===== config.mk =====
export PLATFORM = sky130hd
export DESIGN_NAME = pll_reset_sequencer
export DESIGN_NICKNAME = d
export VERILOG_FILES = /design/src/rtl/pll_reset_pkg.sv /design/src/rtl/pll_reset_sequencer_sync_bit.sv /design/src/rtl/pll_reset_sequencer.sv
export SDC_FILE = /design/constraint.sdc
export NUM_CORES = 1
export LEC_CHECK = 0
export CAP_MARGIN = 20
export CORE_ASPECT_RATIO = 0.7
export CORE_MARGIN = 2
export CORE_UTILIZATION = 30
export CTS_BUF_LIST = sky130_fd_sc_hd__clkbuf_4
export DETAILED_ROUTE_END_ITERATION = 7
export GPL_TIMING_DRIVEN = 0
export PLACE_DENSITY = 0.59
export RECOVER_POWER = 50
export SYNTH_ARGS = -nofsm -noshare
export SYNTH_HDL_FRONTEND = slang
export SYNTH_SLANG_ARGS = --single-unit

===== constraint.sdc =====
create_clock -name clock -period 2.2 [get_ports clock]
set_input_delay 0.55 -clock clock [delete_from_list [all_inputs] [get_ports clock]]
set_output_delay 0.55 -clock clock [all_outputs]
set_load 0.01 [all_outputs]

===== src/rtl/pll_reset_pkg.sv =====
`default_nettype none
// +--------------------------------------------------------------------+
// | pll_reset_pkg : shared types and defaults for pll_reset_sequencer   |
// | rev 1.0                                                            |
// +--------------------------------------------------------------------+
package pll_reset_pkg;

    typedef enum logic [1:0] {
        WAIT_LOCK = 2'd0,
        STABILIZE = 2'd1,
        HOLD      = 2'd2,
        RUN       = 2'd3
    } state_t;

    localparam int unsigned DEF_SYNC_STAGES        = 2;
    localparam int unsigned DEF_LOCK_STABLE_CYCLES = 1024;
    localparam int unsigned DEF_RESET_HOLD_CYCLES  = 16;
    localparam int unsigned DEF_LOSS_CNT_W         = 8;

    function automatic int unsigned max_u(input int unsigned a, input int unsigned b);
        return (a > b) ? a : b;
    endfunction

endpackage
`default_nettype wire


===== src/rtl/pll_reset_sequencer_sync_bit.sv =====
`default_nettype none
// +--------------------------------------------------------------------+
// | sync_bit : STAGES-deep flop chain for one asynchronous input bit    |
// | rev 1.0                                                            |
// +--------------------------------------------------------------------+
module sync_bit #(
    parameter int unsigned STAGES = 2
) (
    input  logic clock,
    input  logic reset,
    input  logic din,
    output logic dout
);

    logic [STAGES-1:0] r_chain;

    always_ff @(posedge clock) begin
        if (reset) begin
            r_chain <= '0;
        end else begin
            r_chain <= {r_chain[STAGES-2:0], din};
        end
    end

    assign dout = r_chain[STAGES-1];

endmodule
`default_nettype wire


===== src/rtl/pll_reset_sequencer.sv =====
`default_nettype none
// +--------------------------------------------------------------------+
// | pll_reset_sequencer : PLL lock flag to clean synchronous sys reset  |
// | rev 1.0                                                            |
// +--------------------------------------------------------------------+
module pll_reset_sequencer
    import pll_reset_pkg::*;
#(
    parameter int unsigned SYNC_STAGES        = DEF_SYNC_STAGES,
    parameter int unsigned LOCK_STABLE_CYCLES = DEF_LOCK_STABLE_CYCLES,
    parameter int unsigned RESET_HOLD_CYCLES  = DEF_RESET_HOLD_CYCLES,
    parameter int unsigned LOSS_CNT_W         = DEF_LOSS_CNT_W
) (
    input  logic                  clock,
    input  logic                  reset,
    input  logic                  locked,
    input  logic                  soft_reset,
    output logic                  sys_reset,
    output logic                  ready,
    output logic                  lock_lost,
    output logic [LOSS_CNT_W-1:0] lock_loss_count
);

    localparam int unsigned c_CNT_W = $clog2(max_u(LOCK_STABLE_CYCLES, RESET_HOLD_CYCLES)) + 1;
    localparam logic [c_CNT_W-1:0] c_STABLE_LAST = c_CNT_W'(LOCK_STABLE_CYCLES - 1);
    localparam logic [c_CNT_W-1:0] c_HOLD_LAST   = c_CNT_W'(RESET_HOLD_CYCLES - 1);

    logic                  w_locked_s;
    state_t                r_state;
    logic [c_CNT_W-1:0]    r_cnt;
    logic                  r_sys_reset;
    logic                  r_ready;
    logic                  r_lock_lost;
    logic [LOSS_CNT_W-1:0] r_loss_cnt;

    sync_bit #(
        .STAGES (SYNC_STAGES)
    ) u_sync_locked (
        .clock (clock),
        .reset (reset),
        .din   (locked),
        .dout  (w_locked_s)
    );

    // Outputs are registered from the next state, so they default to the
    // non-RUN values and only the transitions into/within RUN override them.
    always_ff @(posedge clock) begin
        if (reset) begin
            r_state     <= WAIT_LOCK;
            r_cnt       <= '0;
            r_sys_reset <= 1'b1;
            r_ready     <= 1'b0;
            r_lock_lost <= 1'b0;
            r_loss_cnt  <= '0;
        end else begin
            r_sys_reset <= 1'b1;
            r_ready     <= 1'b0;
            r_lock_lost <= 1'b0;
            case (r_state)
                WAIT_LOCK: begin
                    r_cnt <= '0;
                    if (w_locked_s) begin
                        r_state <= STABILIZE;
                    end
                end
                STABILIZE: begin
                    if (!w_locked_s) begin
                        r_state <= WAIT_LOCK;
                        r_cnt   <= '0;
                    end else if (r_cnt == c_STABLE_LAST) begin
                        r_state <= HOLD;
                        r_cnt   <= '0;
                    end else begin
                        r_cnt <= r_cnt + 1'b1;
                    end
                end
                HOLD: begin
                    if (!w_locked_s) begin
                        r_state     <= WAIT_LOCK;
                        r_cnt       <= '0;
                        r_lock_lost <= 1'b1;
                    end else if (r_cnt == c_HOLD_LAST) begin
                        r_state     <= RUN;
                        r_cnt       <= '0;
                        r_sys_reset <= 1'b0;
                        r_ready     <= 1'b1;
                    end else begin
                        r_cnt <= r_cnt + 1'b1;
                    end
                end
                RUN: begin
                    // Lock loss wins over a simultaneous soft reset request.
                    if (!w_locked_s) begin
                        r_state     <= WAIT_LOCK;
                        r_cnt       <= '0;
                        r_lock_lost <= 1'b1;
                        if (r_loss_cnt != {LOSS_CNT_W{1'b1}}) begin
                            r_loss_cnt <= r_loss_cnt + 1'b1;
                        end
                    end else if (soft_reset) begin
                        r_state <= HOLD;
                        r_cnt   <= '0;
                    end else begin
                        r_sys_reset <= 1'b0;
                        r_ready     <= 1'b1;
                    end
                end
                default: begin
                    r_state <= WAIT_LOCK;
                    r_cnt   <= '0;
                end
            endcase
        end
    end

    assign sys_reset       = r_sys_reset;
    assign ready           = r_ready;
    assign lock_lost       = r_lock_lost;
    assign lock_loss_count = r_loss_cnt;

endmodule
`default_nettype wire

After elaboration in Yosys (flattened, before gate mapping) --
Cells that the tools add are included.
Word-level totals: output and inout bits 11, flip-flop bits (word level) 26, input port bits 4, logic and storage cells 52
Operators by class: bitwise logic cells 2, multiplexer cells 26, equal/unequal tests 10, $add $sub $neg 2, reduce and logical (&&, ||, !) cells 5
Operators by type and width (count):
- $mux 11 | 6
- $pmux 11 s4 | 1
- $mux 2 | 7
- $add 11x1->11 const B | 1
- $eq 11x10->1 const B | 1
- $eq 11x4->1 const B | 1
- $mux 1 | 9
- $ne 3x3->1 const B | 3
- $add 8x1->8 const B | 1
- $ne 8x8->1 const B | 1
- $pmux 2 s4 | 1
- $eq 2x2->1 const B | 2
- $pmux 1 s2 | 2
- $reduce_and 4->1 | 1
- $reduce_or 2->1 | 2
- $reduce_and 3->1 | 1
- $eq 2x1->1 const B | 1
- $logic_not 2->1 | 1
- $ne 2x1->1 const B | 1
- $not 1->1 | 2

Longest topological paths before layout --
Gate-level depths: netlist of run 1.
depth in word-level cells 4, depth in mapped cells 7, depth with buffers taken out 6

Cells and area by module --
From an unflattened synthesis of run 1, not the netlist that was laid out.
Unflattened totals: cell total of the unflattened synthesis 163, area total of the unflattened synthesis 1411.4 um^2
By module, submodules not included:
- pll_reset_sequencer | cells an instance 159, sequential area each 480.5 um^2, area each 1358.8 um^2, instances 1
- sync_bit | cells an instance 4, sequential area each 40.0 um^2, area each 52.6 um^2, instances 1

Worst setup path before layout of run 1 --
No wires, ideal clock.
path kind register to register, start register r_cnt[0], end register r_state[0], period minus slack after synthesis 1.767 ns, arrival time 1.682 ns, data required time 2.114 ns, cell stages (with the launch flop) 6, path slack 0.433 ns, cells stage by stage dfxtp_1 -> ha_1 -> and4b_2 -> a31oi_4 -> or4_4 -> a211oi_1
On the way: word-level cells in the longest chain between the ends 3, elaborated cells on any way between the ends 5, those cells by class eq/ne: 4; reduce/logical: 1
RTL lines:
- start, declared | line pll_reset_sequencer.sv:30 | logic [c_CNT_W-1:0] r_cnt;
- start signal, assigned | line pll_reset_sequencer.sv:74 | r_cnt <= r_cnt + 1'b1;
- start signal, assigned | line pll_reset_sequencer.sv:88 | r_cnt <= r_cnt + 1'b1;
- $eq 11x4->1 / $eq 11x10->1 (equally long branches) | line pll_reset_sequencer.sv:82, pll_reset_sequencer.sv:70
- $ne 3x3->1 (no source line)
- $reduce_and 4->1 (no source line) *
- end signal, assigned | line pll_reset_sequencer.sv:79 | r_state <= WAIT_LOCK;
- end signal, assigned | line pll_reset_sequencer.sv:83 | r_state <= RUN;
- end signal, assigned | line pll_reset_sequencer.sv:94 | r_state <= WAIT_LOCK;
- end, declared | line pll_reset_sequencer.sv:29 | state_t r_state;
Every way passes the cells marked *; elsewhere a longest branch is shown, timed or not. A chain may end at the register's enable or synchronous reset.

Worst setup path in the final report of run 1 --
Same ends and word-level chain as after synthesis.

==> results of run 1 <==
metrics by stage:
step	util [%]	setup slack, ps	power (mW)	hold WS [ps]	TNS, ps
6_report	37.4	220	0.752	464	0
3_3_place_gp	36.7	-203	0.549	421	-1250
3_5_place_dp	36.7	-177	0.549	436	-1050
2_1_floorplan	-	433	0.529	414	0
5_1_grt	37.4	13.4	0.787	484	0
4_1_cts	37.3	148	0.763	463	0
flip-flops by register name, summed over array words and instances, names as in the netlist:
signal	cells
ready	1
lock_lost	1
r_state	2
lock_loss_count	8
sys_reset	1
r_cnt	11
u_sync_locked.r_chain	2
synthesized netlist by cell type (2+ instances only):
cell type  number
mux2i_1         2
o221ai_1        4
or3_1           2
buf_2           2
nor2_1         11
buf_1           2
nor4b_1         2
o31ai_1         3
nor2b_1         6
inv_1           5
o211ai_1        2
o21a_1          2
and2_1          3
clkbuf_1        2
ha_1            6
xor2_1          2
a31oi_1         2
nand3_1         7
nand2_1        18
o2111ai_1       3
a211oi_1        6
xnor2_1         4
nand4_1         2
nor4_1          3
a21oi_1        11
o21ai_0         4
nor3_1          6
dfxtp_1        26
nand2b_1        2
layout by cell type (no fill, tap or decap), drive strengths merged, types with 2 or more instances in the layout:
master / n
ha: 6
o21a: 2
or4: 2
clkbuf: 6
nand4: 2
inv: 5
dlygate4sd3: 8
nor4: 4
a31oi: 3
a211oi: 6
o31ai: 4
nand2: 18
o2111ai: 3
xor2: 2
nor2b: 6
nor2: 11
nand3: 7
and4b: 2
o21ai: 4
and2: 3
clkdlybuf4s50: 6
mux2i: 2
buf: 4
nor3: 6
xnor2: 4
o211ai: 2
nand2b: 2
a21oi: 11
dfxtp: 26
or3: 2
o221ai: 4
nor4b: 2
critical path, delay by kind of cell, from the launching register on:
family | cells | cell delay (ps)
DFF | 1 | 440
adders and majority gates | 1 | 240
AOI/OAI and AO/OA | 2 | 370
and+or+nand+nor | 2 | 860
worst min path at each step:
| stage | end | slack, ps | cells past startpoint |
|---|---|---|---|
| after floorplan | u_sync_locked.r_chain[1] | 410 | 1 |
| after global placement | u_sync_locked.r_chain[1] | 420 | 1 |
| after detailed placement | u_sync_locked.r_chain[1] | 440 | 1 |
| after CTS | u_sync_locked.r_chain[1] | 460 | 1 |
| after global routing | u_sync_locked.r_chain[1] | 480 | 1 |
| final | u_sync_locked.r_chain[1] | 460 | 1 |
logic make-up after synthesis:
logic type	synth area share [%]
DFF	36.5
buffers and inverters	3.86
muxes	2.19
and+or+nand+nor	28.3
AOI/OAI and AO/OA	20.2
adders and majority gates	5.26
xor gates and xnor gates	3.68
area by class of cell:
class / instances / share of cell area, %
well taps: 55 / 4.13
multi-input cells: 128 / 51.3
repair buffers: 14 / 8.41
flip-flops and latches: 26 / 31.3
clock buffers: 3 / 1.35
clock inverters: 1 / 0.225
plain buffers: 7 / 2.18
inverters: 5 / 1.13
routing by layer:
metal / share of wire [%] / up-vias / global-route usage (%) / wire length [µm]
li1: - / 654 / - / -
met1: 57 / 546 / 21.4 / 1840
met2: 39 / 14 / 18.4 / 1250
met3: 3.0 / 2 / 3.17 / 96
met4: 0.78 / 0 / 2.01 / 25
met5: 0 / - / 0 / 0
power breakdown:
group | switching, mW | total (mW) | internal (mW)
logic | 0.0332 | 0.0572 | 0.0240
registers | 0.00533 | 0.481 | 0.476
clock network | 0.147 | 0.214 | 0.0667
total | 0.186 | 0.752 | 0.566
==> metrics.txt, run 1 <==
Synth top area share=a little over a third; Tightest Hold Check Type=register to register; post-CTS setup buffer count=0; synth unique cells=45; clk sinks=26; Clk pin slew, worst setup/hold paths=around 150 ps; pin count of the biggest net entering global routing=15; CP Class=register to register; Sequential Area=around 520 µm²; CTS buffer count=3; LEAKAGE=between 0.5 and 0.6 nW; status=finished, final reports clean; Die Wd=a little under 90 µm; WP data arrival=roughly 2300 ps; worst path required time=~2500 ps; Fin. Hold Viols=0; vias per cell=roughly 5; multi-input logic area=between 800 and 900 µm²; Pwr Density=approximately 450 nW/µm²; Slew Viols, Final=0; drt total wl=around 3200 µm; Mapped Area=approximately 1400 µm²; vias in the first global route=1135; CTS tree=yes; WL/cell=roughly 13 µm; Layout Nets=between 150 and 200; Core Area=approximately 4500 µm²; Rows=20; clk_lat worst skew=330 ps; global-route wire length before repair=~5600 µm; Die Ht=a little over 60 µm; net count after synthesis=around 180; CP startpoint kind=register; maximum clock insertion buffer count=2; reg-to-reg startpoint=r_cnt[0]; design area=around 1700 µm²; Critical Path Fanout Max=7; reg2reg setup slack=roughly 220 ps; antenna viol nets, final=0; worst setup path startpoint=r_cnt[0]; initial antenna violation count=0; MaxCap Viol Count=0; Port Buffers=14; gr ovfl total=0; ys async rst share=0%; DP HPWL=around 2400 µm; Avg Cell Area, Syn=8.60 µm²; fin crit share=90.0%; Critical Path End=r_state[0]; RSZ-0062 raised after global routing=false; DR pass1 iterations=4; Slew @ Worst Pin=approximately 680 ps; Slew HR=~54%; DRT iter0 DRCs=98; Most used DFF post-synth=dfxtp_1; Post-synth EDFFs=0; Crit. End Element=register; Synth Register Bits=26; Cell Area, Placed=1640 µm²; dominant cell type by area after synthesis=dfxtp_1; H-tree depth=1; critical path's largest stage delay=560 ps; Ports=15; number of remaining DRC errors=0; warnings from Yosys=0; routed via count=roughly 1.2k; fillers=457; routability cong.=between 0.7 and 0.8; share of post-route cells with drive strength above 1=under 10%; Max Clock Skew=approximately 15 ps; cell count after synthesis=approximately 170; Seq/Total Area, Yosys=a little over a third; crit path time final=between 1500 and 2000 ps; Post-CTS Resized=0; total die area=5340 µm²; slowest CP cell=or4_4; top cells by area, synth=dfxtp_1 36%, ha_1 5.3%, nand2_1 4.7%, a21oi_1 3.9%, a211oi_1 3.2%; hold_sp=u_sync_locked.r_chain[0]; Initial Util=between 30% and 40%; critical-path cell list=ha_1, and4b_2, a31oi_4, or4_4, a211oi_1; final setup fails=0; CTS hold repair buffers=0; cell count of the worst reg-to-reg path=5; dpl cells=about 240; overall global routing resource usage=between 10% and 20%; Final Non-Filler Cells=239; Ant. Diodes=0; VDD IR max=around 0.13 mV; Area Overhead vs Synth=16.7%; RR Endpoint=r_state[0]; FMAX=~500 MHz; clock root buffer=clkbuf_4
(Power assumes the default switching activity.)
==> inputs of run 2 (changes only) <==
--- a/config.mk
+++ b/config.mk
@@ -7,7 +7,7 @@
 export LEC_CHECK = 0
 export CAP_MARGIN = 20
 export CORE_ASPECT_RATIO = 0.7
-export CORE_MARGIN = 2
+export CORE_MARGIN = 4
 export CORE_UTILIZATION = 30
 export CTS_BUF_LIST = sky130_fd_sc_hd__clkbuf_4
 export DETAILED_ROUTE_END_ITERATION = 7
==> metrics.txt, run 2 (synthesized netlist as in run 1, its figures left out) <==
Sum Neg Setup Slack=0 ps; DP HPWL=2420 µm; WL/cell=13.4 µm; drt total wl=roughly 3200 µm; Ports=15; critical-path cell list=ha_1, and4b_2, a31oi_4, or4_4, a211oi_1; worst path required time=approximately 2400 ps; CTS buffer count=3; sw frac=between 20% and 30%; antenna viol nets, final=0; routed via count=1241; H-tree depth=1; P_sw=~0.18 mW; gr ovfl total=0; Layout Nets=195; WP data arrival=about 2300 ps; LEAKAGE=0.536 nW; P_int=around 0.57 mW; Largest Register=r_cnt; Sequential Area=around 520 µm²; DR pass1 iterations=4; CTS hold repair buffers=0; vias per cell=5.19; Final Non-Filler Cells=~240; Seq pwr share=around 64%; most frequent cells in the layout=26 x dfxtp_1, 18 x nand2_1, 11 x nor2_1, 11 x a21oi_1; Largest register FFs=11; Critical Path Fanout Max=7; multi-input logic area=~850 µm²; Port Buffers=14; Tightest Hold Check Type=register to register; final setup margin=between 100 and 150 ps; clock root buffer=clkbuf_4; DRT iter0 DRCs=roughly 110; Initial Util=32.1%; final setup fails=0; dpl cells=around 240; fin crit share=93.3%; Rows=20; most common cell after layout, fill and taps aside=dfxtp_1; global-route wire length before repair=between 5000 and 6000 µm; clk sinks=26; Die Wd=between 90 and 100 µm; status=finished, final reports clean; slowest CP cell=or4_4; vias in the first global route=between 1k and 1.5k; Slew HR=50.4%; initial antenna violation count=0; pre-CTS setup slack=-181 ps; Fin. Hold Viols=0; crit path time final=a little over 2000 ps; CTS tree=yes; CP Class=register to register; Slew @ Worst Pin=between 700 and 800 ps; clock share of power=between 20% and 30%; Area Overhead vs Synth=16.6%; pin count of the biggest net entering global routing=15; Post-CTS Resized=0; Slew Viols, Final=0; total die area=between 5000 and 6000 µm²; MaxCap Viol Count=0; Crit path buffers/inverters=0; fillers=around 460; Clk pin slew, worst setup/hold paths=140 ps; Ant. Diodes=0; Top delay family on crit path=simple AND/OR/NAND/NOR gates; clk_lat worst skew=320 ps; Die Ht=~66 µm; number of remaining DRC errors=0; Logic pwr share=approximately 7.6%; CP startpoint kind=register; FMAX=between 400 and 500 MHz; Pwr Density=approximately 450 nW/µm²; post-CTS setup buffer count=0; overall global routing resource usage=a little under an eighth; share of post-route cells with drive strength above 1=8.15%; VDD IR max=0.177 mV; RSZ-0062 raised after global routing=false; routability cong.=0.805; Core Area=approximately 4500 µm²; Crit. End Element=register; critical path's largest stage delay=around 550 ps; maximum clock insertion buffer count=2; Max Clock Skew=7.28 ps
## run 2: power by group through the flow
stage | Sequential [mW] | Clock [mW] | Combinational [mW]
finish | 0.481 | 0.210 | 0.0570
CTS | 0.481 | 0.221 | 0.0571
global route | 0.482 | 0.234 | 0.0640
global placement | 0.491 | 0 | 0.0578
detailed placement | 0.491 | 0 | 0.0565
floorplan | 0.490 | 0 | 0.0393
## run 2: layout make-up
type                            count  share of cell area (%)
Multi-Input combinational cell    128                    51.2
Sequential cell                    26                    31.3
Timing Repair Buffer               14                    8.42
Tap cell                           55                    4.14
Buffer                              7                    2.26
Clock buffer                        3                    1.35
Inverter                            5                    1.13
Clock inverter                      1                   0.226
## run 2: final timing paths
kind / startpoint / end / slack [ps] / depth (start not counted)
max: r_cnt[0] / r_state[0] / 150 / 5
min reg2reg: u_sync_locked.r_chain[0] / u_sync_locked.r_chain[1] / 460 / 1
max reg2reg: r_cnt[0] / r_state[0] / 150 / 5
min: u_sync_locked.r_chain[0] / u_sync_locked.r_chain[1] / 460 / 1
## run 2: layer usage
| layer | track usage, % | vias up | wire length [µm] |
|---|---|---|---|
| li1 | - | 652 | - |
| met1 | 17.2 | 557 | 1870 |
| met2 | 15.3 | 30 | 1130 |
| met3 | 3.55 | 2 | 185 |
| met4 | 1.91 | 0 | 19 |
| met5 | 0 | - | 0 |
## run 2: per-stage QoR
| step | hold WS [ps] | utilization, % | instance area [µm²] | total power, mW |
|---|---|---|---|---|
| global placement | 424 | 36.7 | 1640 | 0.549 |
| global route | 479 | 37.4 | 1660 | 0.780 |
| finish | 459 | 37.4 | 1660 | 0.748 |
| CTS | 463 | 37.3 | 1660 | 0.759 |
| floorplan | 414 | - | 1430 | 0.529 |
| detailed placement | 435 | 36.7 | 1640 | 0.548 |
==> inputs of run 3 (changes only) <==
--- a/config.mk
+++ b/config.mk
@@ -12,7 +12,7 @@
 export CTS_BUF_LIST = sky130_fd_sc_hd__clkbuf_4
 export DETAILED_ROUTE_END_ITERATION = 7
 export GPL_TIMING_DRIVEN = 0
-export PLACE_DENSITY = 0.59
+export PLACE_DENSITY = 0.54
 export RECOVER_POWER = 50
 export SYNTH_ARGS = -nofsm -noshare
 export SYNTH_HDL_FRONTEND = slang
==> metrics.txt, run 3 (synthesized netlist as in run 1, its figures left out) <==
status=finished, final reports clean; vias in the first global route=between 1k and 1.5k; vias per cell=approximately 5.3; Slew Viols, Final=0; CTS buffer count=3; WHS Path Cells=1; worst path required time=roughly 2400 ps; Area Overhead vs Synth=16.3%; Tightest Hold Check Type=register to register; Crit. End Element=register; WP data arrival=~2200 ps; post-CTS setup buffer count=0; most frequent cells in the layout=26 x dfxtp_1, 18 x nand2_1, 11 x nor2_1, 11 x a21oi_1; Slew HR=roughly half; routability cong.=~0.83; Core Area=4450 µm²; Critical Path Fanout Max=10; FMAX=~500 MHz; Die Ht=65.7 µm; cell count of the worst reg-to-reg path=5; Port Buffers=14; gr ovfl total=0; CTS hold repair buffers=0; reg-to-reg startpoint=r_cnt[0]; overall global routing resource usage=approximately an eighth; Slew @ Worst Pin=738 ps; drt total wl=around 3500 µm; Clk pin slew, worst setup/hold paths=140 ps; H-tree depth=1; clk_lat worst skew=320 ps; Largest register FFs=11; CP Class=input port to register; crit path time final=roughly 2000 ps; fin crit share=approximately 92%; total die area=just under 6000 µm²; share of post-route cells with drive strength above 1=7.65%; hold_sp=u_sync_locked.r_chain[0]; DRT iter0 DRCs=between 40 and 50; Rows=20; CP startpoint kind=input port; Max Clock Skew=approximately 3.3 ps; MaxCap Viol Count=0; Largest Register=r_cnt; clk sinks=26; DR pass1 iterations=4; RSZ-0062 raised after global routing=false; maximum clock insertion buffer count=2; total power draw=0.746 mW; Ant. Diodes=0; WHS Endpoint=u_sync_locked.r_chain[1]; Fin. Hold Viols=0; clock root buffer=clkbuf_4; fillers=about 460; Ports=15; global-route wire length before repair=~6000 µm; final setup fails=0; most common cell after layout, fill and taps aside=dfxtp_1; RR Endpoint=r_state[0]; VDD IR max=approximately 0.20 mV; antenna viol nets, final=0; Post-Route Utilization=37.3%; routed via count=between 1k and 1.5k; Initial Util=around 32%; number of remaining DRC errors=0; CTS tree=yes; reg2reg setup slack=170 ps; Post-CTS Resized=0; DP HPWL=between 2000 and 3000 µm; LEAKAGE=between 0.5 and 0.6 nW; pin count of the biggest net entering global routing=14; Die Wd=just over 90 µm; Pwr Density=449 nW/µm²; WL/cell=14.7 µm; Layout Nets=between 150 and 200; initial antenna violation count=0
run 3: worst max-delay path by stage:
stage / startpoint / endpoint / slack [ps] / cells past startpoint
2_1_floorplan: r_cnt[0] / r_state[0] / 430 / 5
3_3_place_gp: soft_reset / r_cnt[10] / -170 / 5
3_5_place_dp: soft_reset / r_cnt[10] / -160 / 5
4_1_cts: r_state[1] / lock_loss_count[7] / 160 / 5
5_1_grt: r_state[1] / r_state[0] / 30 / 6
6_report: soft_reset / r_cnt[10] / 170 / 5
run 3: critical path, cell delays in order:
cell and delay, ps:
clkdlybuf4s50_1 500, and3b_1 200, buf_2 190, o31ai_1 670
a211oi_1 100
run 3: stage by stage:
stage,hold slack [ps],cells,setup slack (ps),instance area [µm²],TNS (ps)
3_3_place_gp,433,235,-165,1640,-969
2_1_floorplan,414,166,433,1430,0
5_1_grt,482,238,26.1,1660,0
6_report,466,238,173,1660,0
3_5_place_dp,449,235,-158,1640,-914
4_1_cts,468,238,156,1660,0
run 3: area by class of cell:
type | count | area, µm² | share of cell area, %
plain buffers | 7 | 36.3 | 2.19
clock buffers | 3 | 22.5 | 1.36
inverters | 5 | 18.8 | 1.13
multi-input cells | 128 | 853 | 51.4
flip-flops and latches | 26 | 520 | 31.3
well taps | 55 | 68.8 | 4.14
repair buffers | 14 | 140 | 8.44
run 3: routing by layer:
metal  global-route usage, %  vias up  wire [µm]  part of all wire (%)
met5                       0        -          0                     0
met4                    4.20        0         51                   1.5
met3                    3.20        4         84                   2.4
met2                    20.0       14       1540                    44
met1                    17.0      595       1830                    52
li1                        -      654          -                     -
run 3: report_power, final:
group          total (mW)  switching (mW)  internal, mW
registers           0.481         0.00486         0.476
logic              0.0592          0.0350        0.0242
clock network       0.206           0.142        0.0642
total               0.746           0.182         0.564
